--- config.mk ---
export PLATFORM = sky130hd
export DESIGN_NAME = idle_frame_sequencer
export DESIGN_NICKNAME = d
export VERILOG_FILES = /design/src/rtl/idle_seq_pkg.sv /design/src/rtl/idle_frame_sequencer_frame_shifter.sv /design/src/rtl/idle_frame_sequencer.sv
export SDC_FILE = /design/constraint.sdc
export NUM_CORES = 1
export LEC_CHECK = 0
export ABC_AREA = 1
export BUFFER_PORTS_ARGS = -buffer_cell sky130_fd_sc_hd__buf_2
export CORE_MARGIN = 3
export CORE_UTILIZATION = 35
export CTS_BUF_LIST = sky130_fd_sc_hd__clkbuf_4 sky130_fd_sc_hd__clkbuf_8
export DETAILED_ROUTE_END_ITERATION = 10
export PLACE_DENSITY = 0.59
export SYNTH_ARGS = -nofsm -noshare
export SYNTH_HDL_FRONTEND = slang
export SYNTH_SLANG_ARGS = --single-unit
--- constraint.sdc ---
create_clock -name clk -period 2.3 [get_ports clk]
set_clock_uncertainty 0.15 [all_clocks]
set_input_delay 0.115 -clock clk [delete_from_list [all_inputs] [get_ports clk]]
set_output_delay 0.115 -clock clk [all_outputs]
set_load 0.02 [all_outputs]
--- src/rtl/idle_seq_pkg.sv ---
`default_nettype none
// ==================================================================================
// idle_seq_pkg -- shared state encoding and constants for idle_frame_sequencer | Rev 1.0
// ==================================================================================
package idle_seq_pkg;

  typedef enum logic [1:0] {
    WAIT_IDLE = 2'd0,
    ARMED     = 2'd1,
    RECEIVE   = 2'd2,
    HOLD      = 2'd3
  } seq_state_t;

  localparam logic [3:0] DEFAULT_REF = 4'd13;
  localparam logic [3:0] MIN_REF     = 4'd2;

  function automatic int cnt_width(input int frame_bits);
    return $clog2(frame_bits + 1);
  endfunction

endpackage
`default_nettype wire

--- src/rtl/idle_frame_sequencer_frame_shifter.sv ---
`default_nettype none
// ==================================================================================
// frame_shifter -- MSB-first bit accumulator with counter and output word register | Rev 1.0
// ==================================================================================
module frame_shifter
  import idle_seq_pkg::*;
#(
  parameter int FRAME_BITS = 24,
  localparam int CNT_W = cnt_width(FRAME_BITS)
) (
  input  logic                  clk,
  input  logic                  rst,
  input  logic                  shift,
  input  logic                  bit_in,
  input  logic                  clear,
  input  logic                  load,
  output logic [FRAME_BITS-1:0] frame_data,
  output logic [CNT_W-1:0]      bit_cnt,
  output logic                  full
);

  logic [FRAME_BITS-1:0] r_sr;
  logic [FRAME_BITS-1:0] w_sr_next;

  assign w_sr_next = {r_sr[FRAME_BITS-2:0], bit_in};

  // High when the next shifted bit completes the word.
  assign full = (bit_cnt == CNT_W'(FRAME_BITS - 1));

  always_ff @(posedge clk or posedge rst) begin
    if (rst) begin
      r_sr       <= '0;
      bit_cnt    <= '0;
      frame_data <= '0;
    end else if (clear) begin
      r_sr    <= '0;
      bit_cnt <= '0;
    end else if (shift) begin
      if (load) begin
        frame_data <= w_sr_next;
        r_sr       <= '0;
        bit_cnt    <= '0;
      end else begin
        r_sr    <= w_sr_next;
        bit_cnt <= bit_cnt + CNT_W'(1);
      end
    end
  end

endmodule
`default_nettype wire

--- src/rtl/idle_frame_sequencer.sv ---
`default_nettype none
// ==================================================================================
// idle_frame_sequencer -- brackets LED words between idle gaps, programs idle threshold;
// optional error counter under IDLE_SEQ_ERRCNT_EN | Rev 1.0
// ==================================================================================
module idle_frame_sequencer #(
  parameter int          FRAME_BITS  = 24,
  parameter logic [3:0]  DEFAULT_REF = idle_seq_pkg::DEFAULT_REF,
  parameter logic [3:0]  MIN_REF     = idle_seq_pkg::MIN_REF
) (
  input  logic                  clk,
  input  logic                  globalReset,
  input  logic                  idle_i,
  input  logic                  bit_valid,
  input  logic                  bit_data,
  input  logic                  cfg_req,
  input  logic [3:0]            cfg_ref,
  output logic                  cfg_ack,
  output logic [3:0]            ref_bits,
  output logic [FRAME_BITS-1:0] frame_data,
  output logic                  frame_valid,
  input  logic                  frame_ready,
  output logic                  short_err,
  output logic                  overrun_err
`ifdef IDLE_SEQ_ERRCNT_EN
  ,
  output logic [7:0]            err_count
`endif
);

  import idle_seq_pkg::*;

  localparam int CNT_W = cnt_width(FRAME_BITS);

  seq_state_t       r_state;
  seq_state_t       w_state_next;
  logic             w_shift;
  logic             w_clear;
  logic             w_load;
  logic             w_short;
  logic             w_overrun;
  logic             w_cfg_service;
  logic [3:0]       w_ref_clamped;
  logic [CNT_W-1:0] w_bit_cnt;
  logic             w_full;

  logic [3:0]       r_ref;
  logic             r_cfg_ack;
  logic             r_frame_valid;
  logic             r_short;
  logic             r_overrun;

  frame_shifter #(
    .FRAME_BITS(FRAME_BITS)
  ) u_shifter (
    .clk       (clk),
    .rst       (globalReset),
    .shift     (w_shift),
    .bit_in    (bit_data),
    .clear     (w_clear),
    .load      (w_load),
    .frame_data(frame_data),
    .bit_cnt   (w_bit_cnt),
    .full      (w_full)
  );

  always_comb begin
    w_state_next = r_state;
    w_shift      = 1'b0;
    w_clear      = 1'b0;
    w_load       = 1'b0;
    w_short      = 1'b0;
    w_overrun    = 1'b0;
    case (r_state)
      WAIT_IDLE: begin
        if (idle_i) w_state_next = ARMED;
      end
      ARMED: begin
        if (bit_valid) begin
          w_shift = 1'b1;
          if (w_full) begin
            w_load       = 1'b1;
            w_state_next = HOLD;
          end else begin
            w_state_next = RECEIVE;
          end
        end
      end
      RECEIVE: begin
        // Idle beats a coincident bit: the frame is already broken.
        if (idle_i) begin
          w_clear      = 1'b1;
          w_short      = (w_bit_cnt < CNT_W'(FRAME_BITS));
          w_state_next = ARMED;
        end else if (bit_valid) begin
          w_shift = 1'b1;
          if (w_full) begin
            w_load       = 1'b1;
            w_state_next = HOLD;
          end
        end
      end
      HOLD: begin
        w_overrun = bit_valid;
        if (frame_ready) w_state_next = WAIT_IDLE;
      end
      default: w_state_next = WAIT_IDLE;
    endcase
  end

  // The ack cycle is skipped so a requester still holding cfg_req is not double-serviced.
  assign w_cfg_service = cfg_req && !r_cfg_ack &&
                         ((r_state == WAIT_IDLE) || (r_state == ARMED));
  assign w_ref_clamped = (cfg_ref < MIN_REF) ? MIN_REF : cfg_ref;

  always_ff @(posedge clk or posedge globalReset) begin
    if (globalReset) begin
      r_state       <= WAIT_IDLE;
      r_ref         <= DEFAULT_REF;
      r_cfg_ack     <= 1'b0;
      r_frame_valid <= 1'b0;
      r_short       <= 1'b0;
      r_overrun     <= 1'b0;
    end else begin
      r_state       <= w_state_next;
      r_cfg_ack     <= w_cfg_service;
      r_frame_valid <= (w_state_next == HOLD);
      r_short       <= w_short;
      r_overrun     <= w_overrun;
      if (w_cfg_service) r_ref <= w_ref_clamped;
    end
  end

  assign cfg_ack     = r_cfg_ack;
  assign ref_bits    = r_ref;
  assign frame_valid = r_frame_valid;
  assign short_err   = r_short;
  assign overrun_err = r_overrun;

`ifdef IDLE_SEQ_ERRCNT_EN
  logic [7:0] r_err_count;

  always_ff @(posedge clk or posedge globalReset) begin
    if (globalReset) begin
      r_err_count <= 8'd0;
    end else if (w_cfg_service) begin
      r_err_count <= 8'd0;
    end else if ((w_short || w_overrun) && (r_err_count != 8'hFF)) begin
      r_err_count <= r_err_count + 8'd1;
    end
  end

  assign err_count = r_err_count;
`endif

endmodule
`default_nettype wire

* After elaboration in Yosys (flattened, before gate mapping) *
Cells that the tools add are included.

storage, ports and cells
  register bits after elaboration = 62
  latch bits = 0
  RAM bits = 0
  ROM bits = 0
  bits of input ports = 11
  output and inout bits = 32
  logic and storage cells = 52
  memories kept = 0

cells by class
  add/subtract/negate cells = 1
  $mul = 0
  div/mod/pow operators = 0
  order comparisons = 2
  equal/unequal tests = 5
  shift-type cells = 0
  multiplexer cells = 27
  bitwise operators = 1
  reduce and logical (&&, ||, !) cells = 7

operators with widths
  operator                                                     number
  two-way mux 23 bit                                           3
  two-way mux 5 bit                                            3
  two-way mux 2 bit                                            6
  two-way mux 1 bit                                            11
  case mux 2 bit (4 select lines)                              1
  == test 2 bit (second input constant)                        3
  adder 5 x 1 -> 5 bit (second input constant)                 1
  == test 5 bit (second input constant)                        1
  less-than comparator 5 bit (second input constant)           1
  less-than comparator 4 x 2 -> 1 bit (second input constant)  1
  two-way mux 4 bit                                            1
  case mux 1 bit (2 select lines)                              2
  AND reduction 3 bit                                          1
  == test 2 x 1 -> 1 bit (second input constant)               1
  logical AND 1 bit                                            2
  zero test 2 bit                                              1
  nonzero test 2 bit                                           1
  zero test 1 bit                                              1
  logical OR 1 bit                                             1
  NOT 1 bit                                                    1

* Longest topological paths before layout *
Gate-level depths: netlist (run 1).

  word-level depth = 8
  depth in mapped cells = 11
  gate-level depth less buffers = 9

* By module *
From an unflattened synthesis (run 1), not the netlist that was laid out.

second synthesis, totals
  cell total of the unflattened synthesis = 264
  area, all modules = 2723.9 um2

by module, submodules not included
  module                instances  cells each  area an instance (um2)  sequential area each (um2)
  frame_shifter         1          190         2144.6                  1301.2
  idle_frame_sequencer  1          74          579.3                   254.0

* Worst setup path after synthesis (run 1) *
Ideal clock, no wire load.

  kind = register -> register
  start = register r_state[0]
  end = register u_shifter.frame_data[0]
  setup time = 0.130 ns
  arrival = 1.458 ns
  data required time = 2.020 ns
  slack = 0.562 ns
  stages on the path, launching flop included = 12
  buffers on the path = 2
  clock period less this slack = 1.738 ns
  cell sequence = dfrtp_1 inv_1 ha_1 nand2_1 nand2_1 nand2_2 inv_4 nand3_2 buf_6 buf_6 nand2_1 o21ai_1

on the way
  word-level cells in the longest chain between the ends = 4
  elaborated cells between the ends (all ways) = 7
  those cells by class = eq/ne (2); mux (3); bitwise (1); reduce/logical (1)

RTL lines
  what                             line                                      text
  start, declared                  idle_frame_sequencer.sv:35                seq_state_t r_state;
  start signal, assigned           idle_frame_sequencer.sv:125               r_state <= w_state_next;
  == test 2 bit                    idle_frame_sequencer.sv:74                case (r_state)
  two-way mux 1 bit                idle_frame_sequencer.sv:74
  NOT 1 bit (no line)              --
  AND reduction 3 bit (no line) *  --
  end signal, assigned             idle_frame_sequencer_frame_shifter.sv:40  frame_data <= w_sr_next;
  end, declared                    idle_frame_sequencer_frame_shifter.sv:17  output logic [FRAME_BITS-1:0] frame_data,

Mark *: on every way between the ends. The rest lies on a longest branch, timed or not.
A chain may end at the register's enable or synchronous reset.

* Worst setup path in the final report (run 1) *
  start = register r_state[0]
  end = register u_shifter.bit_cnt[2]

on the way
  word-level cells in the longest chain between the ends = 5
  elaborated cells between the ends (all ways) = 9
  those cells by class = eq/ne (2); mux (6); reduce/logical (1)

RTL lines
  what                                                     line                                      text
  == test 2 bit or == test 2 x 1 -> 1 bit (tied branches)  idle_frame_sequencer.sv:74
  case mux 1 bit (2 select lines)                          idle_frame_sequencer.sv:74
  two-way mux 5 bit                                        idle_frame_sequencer_frame_shifter.sv:39  if (load) begin
  two-way mux 5 bit                                        idle_frame_sequencer_frame_shifter.sv:38  end else if (shift) begin
  two-way mux 5 bit                                        idle_frame_sequencer_frame_shifter.sv:35  end else if (clear) begin
  end signal, assigned                                     idle_frame_sequencer_frame_shifter.sv:45  bit_cnt <= bit_cnt + CNT_W'(1);
  end, declared                                            idle_frame_sequencer_frame_shifter.sv:18  output logic [CNT_W-1:0] bit_cnt,

Several ways; a longest one is shown, not always the timed one. The select of a mux whose other input is x is not followed.

==> out/metrics.csv, run 1 <==
metric,value,unit
status,finished clean,
ys_seq_area_share,57.7,%
antenna_left,0,
drtIter0Drc,120,
die_w,93.8,µm
path_class,flip-flop to flip-flop,
async_flop_share,100,%
vias,2111,
place.gp.congestion,0.868,
grt_pass1_vias,1977,
viasPerCell,4.69,
whs,0.0412,ns
grt-ovfl-total,0,
finalMaxSlewViolations,0,
hold_violations,0,
min_period,2.07,ns
drcViolationCount,0,
diodes,0,
path_cells,inv_1 -> ha_1 -> nand2_1 -> clkinv_1 -> nand2_2 -> nand2_1 -> buf_4 -> a21oi_1 -> nor2_1,
grt_pass1_wl,9220,µm
cp_common_cell,nand2_1,
setup_viol,0,
crit_path_end_kind,flip-flop,
antenna_found_initial,0,
synth_top_area_share,54.8,%
layout_worst_path_cycle_share,90.0,%
yosysMostFrequentCell,dfrtp_1,
hold_class,input port to flip-flop,
yosys_warnings,0,
wire_per_inst,12.3,µm
area.growth.synth_to_final,23.6,%
synth_common_cells,"59 x dfrtp_1, 51 x nand2_1, 41 x inv_1",
ys_types,25,
rows,31,
grt_setup_unrepaired,no,
syn_inst,290,
rr_worst_depth,9,
p_leak,1.67,nW
h-tree-depth,3,
portBuffers,42,
crit_path_start,r_state[0],
cts_buffers,9,
die-area,8790,µm²
vdd_drop_max,0.375,mV
core_area,7370,µm²
fin_ws,0.231,ns
ys_seq_elements,62,
drtPass1Iterations,4,
nets,364,
wl,5540,µm
fmax,0.483,GHz
cp_slowest_cell,dfrtp_1,
drive_gt1_share,23.6,%
r2r_slack,0.23,ns
cp-start-kind,flip-flop,
multi_input_area,880,µm²
ios,43,
yosysTopAreaCell,dfrtp_1,
fillCellCount,736,
dpl-instance-area,3020,µm²
synth-main-ff-cell,dfrtp_1,
clock-sinks,62,
cp_data_arrival_time,2.14,ns
critPathRequiredTime,2.37,ns
cts_tree,done,
powerDensity,1120,nW/µm²
gr-usage-all-layers,13.3,%
worstPathMaxFanout,11,
clock_tree.buffer_depth,2,
reg2reg_to,u_shifter.bit_cnt[2],
dp_hpwl,3640,µm
syn_area,2700,µm²
cap_violations,0,
dpl_worst_slack,0.252,ns
slowest_delay,0.41,ns
cts_setup_buffers,0,
syn_nets,307,
reg2reg_from,r_state[0],
die_height,93.8,µm
worstHoldPathCells,4,
cts-root-buf,clkbuf_8,
finalSetupTns,0,ns
ys_top_cells_by_area,"dfrtp_1 55%, nand2_1 7.1%, inv_1 5.7%",
max_slew_margin,77.9,%
p_total,3.75,mW
area.sequential,1560,µm²
min_to,frame_valid,
grt_max_degree,63,
synth-edff-count,0,
worstMarginPinSlew,0.332,ns
min-delay-start,idle_i,
start_util,36.6,%
syn_avg_cell_area,9.29,µm²
stdcell_area,3330,µm²
clkSlewWorstSetupHoldPaths,0.07,ns
insertion_delay,0.33,ns
==> critical path, delay by kind of cell (launching register included) <==
kind	cells	cell delay, ns
AND/OR/NAND/NOR	4	0.55
buffers and inverters	3	0.41
flip-flops	1	0.41
adder cells (fa/ha/maj)	1	0.30
AO/OA/AOI/OAI	1	0.13
==> cell families after synthesis <==
family	after synthesis	synth area share, %
compound gates	63	13.2
fa+ha+maj	6	2.79
buf+inv	61	9.84
flops	62	57.7
simple gates	98	16.5
==> layer usage <==
metal  global-route usage, %  part of all wire (%)
met3                    3.69                   2.9
met2                    21.4                    49
met1                    16.9                    47
met5                       0                     0
met4                    5.29                  0.99
==> what timing repair did <==
item | 4_1_cts | 5_1_grt
hold endpoints to repair | 70 | 0
endpoints found under the setup margin | 0 | 2
hold buffers | 11 | 0
gates resized for setup | 0 | 1
==> power by group <==
part           internal [mW]  switching (mW)
registers               1.41           0.185
clock network          0.532           0.402
logic                  0.436           0.780
==> layout by cell type (no fill, tap or decap), types with 6 or more instances in the layout <==
master	synthesis	final
buf_2	9	42
buf_4	0	6
clkbuf_8	0	10
dfrtp_1	59	59
dlygate4sd3_1	0	11
ha_1	6	6
inv_1	41	40
nand2_1	51	51
nand3_1	23	23
nand4_1	10	10
nor2_1	8	8
o21ai_0	21	21
o21ai_1	16	16
o22ai_1	18	18
==> registers in the layout, indices dropped and copies added (netlist names) <==
name	count
u_shifter.frame_data	24
u_shifter.r_sr	23
u_shifter.bit_cnt	5
ref_bits	4
r_state	2
cfg_ack	1
frame_valid	1
overrun_err	1
short_err	1
==> stage by stage <==
| stage | util (%) | cells |
|---|---|---|
| 3_3_place_gp | 41.0 | 424 |
| 5_1_grt | 45.2 | 450 |
| 3_5_place_dp | 41.0 | 424 |
| 4_1_cts | 45.1 | 450 |
| 6_report | 45.2 | 450 |
| 2_1_floorplan | - | 290 |
==> how the worst max path moves through the flow <==
stage                                to  slack [ns]
6_report           u_shifter.bit_cnt[2]        0.23
5_1_grt            u_shifter.bit_cnt[2]        0.05
4_1_cts                     ref_bits[2]        0.18
3_5_place_dp   u_shifter.frame_data[18]        0.25
3_3_place_gp   u_shifter.frame_data[20]        0.34
2_1_floorplan                   cfg_ack        0.50
==> final cells by class <==
cell class	count	share of cell area [%]
flip-flops and latches	62	46.7
multi-input cells	167	26.4
repair buffers	61	12.2
inverters	46	5.26
clock buffers	11	4.36
well taps	99	3.72
clock inverters	4	1.43
(Power assumes the default switching activity.)
==> run 2: changes to the inputs <==
--- a/config.mk
+++ b/config.mk
@@ -5,13 +5,13 @@
 export SDC_FILE = /design/constraint.sdc
 export NUM_CORES = 1
 export LEC_CHECK = 0
-export ABC_AREA = 1
 export BUFFER_PORTS_ARGS = -buffer_cell sky130_fd_sc_hd__buf_2
 export CORE_MARGIN = 3
 export CORE_UTILIZATION = 35
 export CTS_BUF_LIST = sky130_fd_sc_hd__clkbuf_4 sky130_fd_sc_hd__clkbuf_8
 export DETAILED_ROUTE_END_ITERATION = 10
 export PLACE_DENSITY = 0.59
+export REMOVE_ABC_BUFFERS = 1
 export SYNTH_ARGS = -nofsm -noshare
 export SYNTH_HDL_FRONTEND = slang
 export SYNTH_SLANG_ARGS = --single-unit
==> out/metrics.csv, run 2 <==
metric,value,unit,change
status,finished clean,,
p_total,3.05,mW,-19%
cts_setup_buffers,0,,unchanged
yosys_warnings,0,,unchanged
cts_buffers,9,,unchanged
clkSlewWorstSetupHoldPaths,0.07,ns,about the same
synth-main-ff-cell,dfrtp_1,,
cp-start-kind,flip-flop,,
gr-usage-all-layers,13.5,%,+0.19 points
p_leak,1.71,nW,+2.3%
drtPass1Iterations,4,,unchanged
diodes,0,,unchanged
hold_class,input port to flip-flop,,
hold_violations,0,,unchanged
crit_path_end_kind,flip-flop,,
wl,5380,µm,-2.9%
worstMarginPinSlew,0.591,ns,+0.259 ns
place.gp.congestion,0.802,,-7.6%
path_class,flip-flop to flip-flop,,
cap_violations,0,,unchanged
synth_top_area_share,54.1,%,-0.65 points
fmax,0.491,GHz,+1.6%
drtIter0Drc,57,,-53%
dpl_worst_slack,0.252,ns,+0.000309 ns
regMostFlops,u_shifter.frame_data,,
most-common-layout-cells,"59 x dfrtp_1, 42 x buf_2, 31 x nand2_1",,
stdcell_area,3360,µm²,+0.86%
synth-edff-count,0,,unchanged
cts_tree,done,,
cp_slowest_cell,dfrtp_1,,
largest_reg_flops,24,,unchanged
grt_max_degree,30,,-52%
ios,43,,unchanged
drcViolationCount,0,,unchanged
viasPerCell,4.82,,+2.7%
cts_hold_buf,8,,-3
yosysTopAreaCell,dfrtp_1,,
synth_common_cells,"59 x dfrtp_1, 31 x nand2_1, 28 x a21oi_1",,
final_common_cell,dfrtp_1,,
antenna_left,0,,unchanged
grt_setup_unrepaired,no,,
grt_pass1_wl,9280,µm,+0.67%
die_w,94.3,µm,+0.57%
wire_per_inst,13.7,µm,+11%
finalMaxSlewViolations,0,,unchanged
cts.repair.resized,0,,unchanged
cp_data_arrival_time,2.10,ns,-0.04 ns
die_height,94.3,µm,+0.57%
drive_gt1_share,34.4,%,+11 points
dpl-instance-area,3070,µm²,+1.6%
ys_top_cells_by_area,"dfrtp_1 54%, mux2_4 11%, a21oi_1 5.1%",,
area.growth.synth_to_final,23.2,%,
path_cells,inv_1 -> ha_1 -> o211a_1 -> nand3_4 -> buf_12 -> mux2_2,,
syn_area,2730,µm²,+1.2%
portBuffers,42,,unchanged
critPathRequiredTime,2.36,ns,about the same
h-tree-depth,3,,unchanged
syn_avg_cell_area,11.8,µm²,+27%
insertion_delay,0.33,ns,about the same
fin_ws,0.263,ns,+0.0320 ns
start_util,36.8,%,+0.25 points
min-delay-start,cfg_req,,
slowest_delay,0.43,ns,+0.02 ns
crit_path_start,r_state[1],,
min_period,2.04,ns,-0.0320 ns
clock-sinks,62,,unchanged
async_flop_share,100,%,unchanged
ys_types,36,,+44%
max_slew_margin,60.5,%,-17 points
die-area,8890,µm²,+1.1%
reg2reg_from,r_state[1],,
top_regs,"u_shifter.frame_data (24), u_shifter.r_sr (23), u_shifter.bit_cnt (5)",,
dp_hpwl,3470,µm,-4.6%
core_area,7410,µm²,+0.53%
setup_viol,0,,unchanged
ys_seq_area_share,57.0,%,-0.69 points
layout_worst_path_cycle_share,88.6,%,-1.4 points
grt-ovfl-total,0,,unchanged
cts-root-buf,clkbuf_8,,
powerDensity,909,nW/µm²,-19%
worstPathMaxFanout,24,,+13
syn_inst,231,,-20%
ys_seq_elements,62,,unchanged
vias,1894,,-10%
yosysMostFrequentCell,dfrtp_1,,
nets,306,,-16%
antenna_found_initial,0,,unchanged
grt_pass1_vias,1891,,-4.4%
vdd_drop_max,0.303,mV,-19%
rows,31,,unchanged
clock_tree.buffer_depth,2,,unchanged
## run 2: logic make-up (layout without fill, tap and decap cells)
kind of cell / count (synthesis) / after routing / share of synthesized area, %
buffers and inverters: 19 / 82 / 3.67
adders and majority gates: 6 / 6 / 2.75
AOI/OAI and AO/OA: 44 / 44 / 9.45
and+or+nand+nor: 74 / 74 / 13.6
DFF: 62 / 62 / 57.0
muxes: 26 / 26 / 13.5
## run 2: per-stage QoR
step / cells / hold WS [ns] / TNS [ns] / util [%]
after global routing: 393 / 0.0958 / 0 / 45.4
after floorplan: 218 / 0.0787 / -9.16 / -
after global placement: 369 / 0.0718 / 0 / 41.5
final: 393 / 0.0575 / 0 / 45.4
after CTS: 393 / 0.0559 / 0 / 45.4
after detailed placement: 369 / 0.0760 / 0 / 41.5
## run 2: worst max-delay path, delay by kind of cell, from the launching register on
| kind | cells | cell delay (ns) |
|---|---|---|
| flops | 1 | 0.43 |
| buf+inv | 2 | 0.32 |
| mux | 1 | 0.35 |
| fa+ha+maj | 1 | 0.27 |
| simple gates | 1 | 0.10 |
| compound gates | 1 | 0.30 |
## run 2: report_power, final
part	total [mW]	internal [mW]	leakage, nW	switching [mW]
logic	0.707	0.279	0.758	0.428
registers	1.36	1.25	0.845	0.106
clock network	0.989	0.583	0.106	0.406
total	3.05	2.11	1.71	0.940
## run 2: final timing paths
check | end | cells after the start | slack (ns)
worst min-delay path | cfg_ack | 3 | 0.06
worst max register to register | u_shifter.frame_data[19] | 6 | 0.26
min in group asynchronous | u_shifter.frame_data[7] | 3 | 0.24
worst max-delay path | u_shifter.frame_data[19] | 6 | 0.26
max in group asynchronous | u_shifter.bit_cnt[2] | 4 | 1.08
worst min register to register | ref_bits[0] | 2 | 0.33
## run 2: layout make-up
class	instances	area [µm²]
clock buffer	13	166
inverter	6	22.5
multi-input combinational	150	1070
sequential	62	1560
timing repair buffer	60	378
tap	99	124
clock inverter	3	42.5
fill	710	4050
## run 2: routing by layer
layer	global-route usage, %	up-vias	wire, µm
met2	20.4	27	2460
met5	0	-	0
li1	-	926	-
met4	6.14	0	89
met3	3.53	7	201
met1	18.0	934	2640
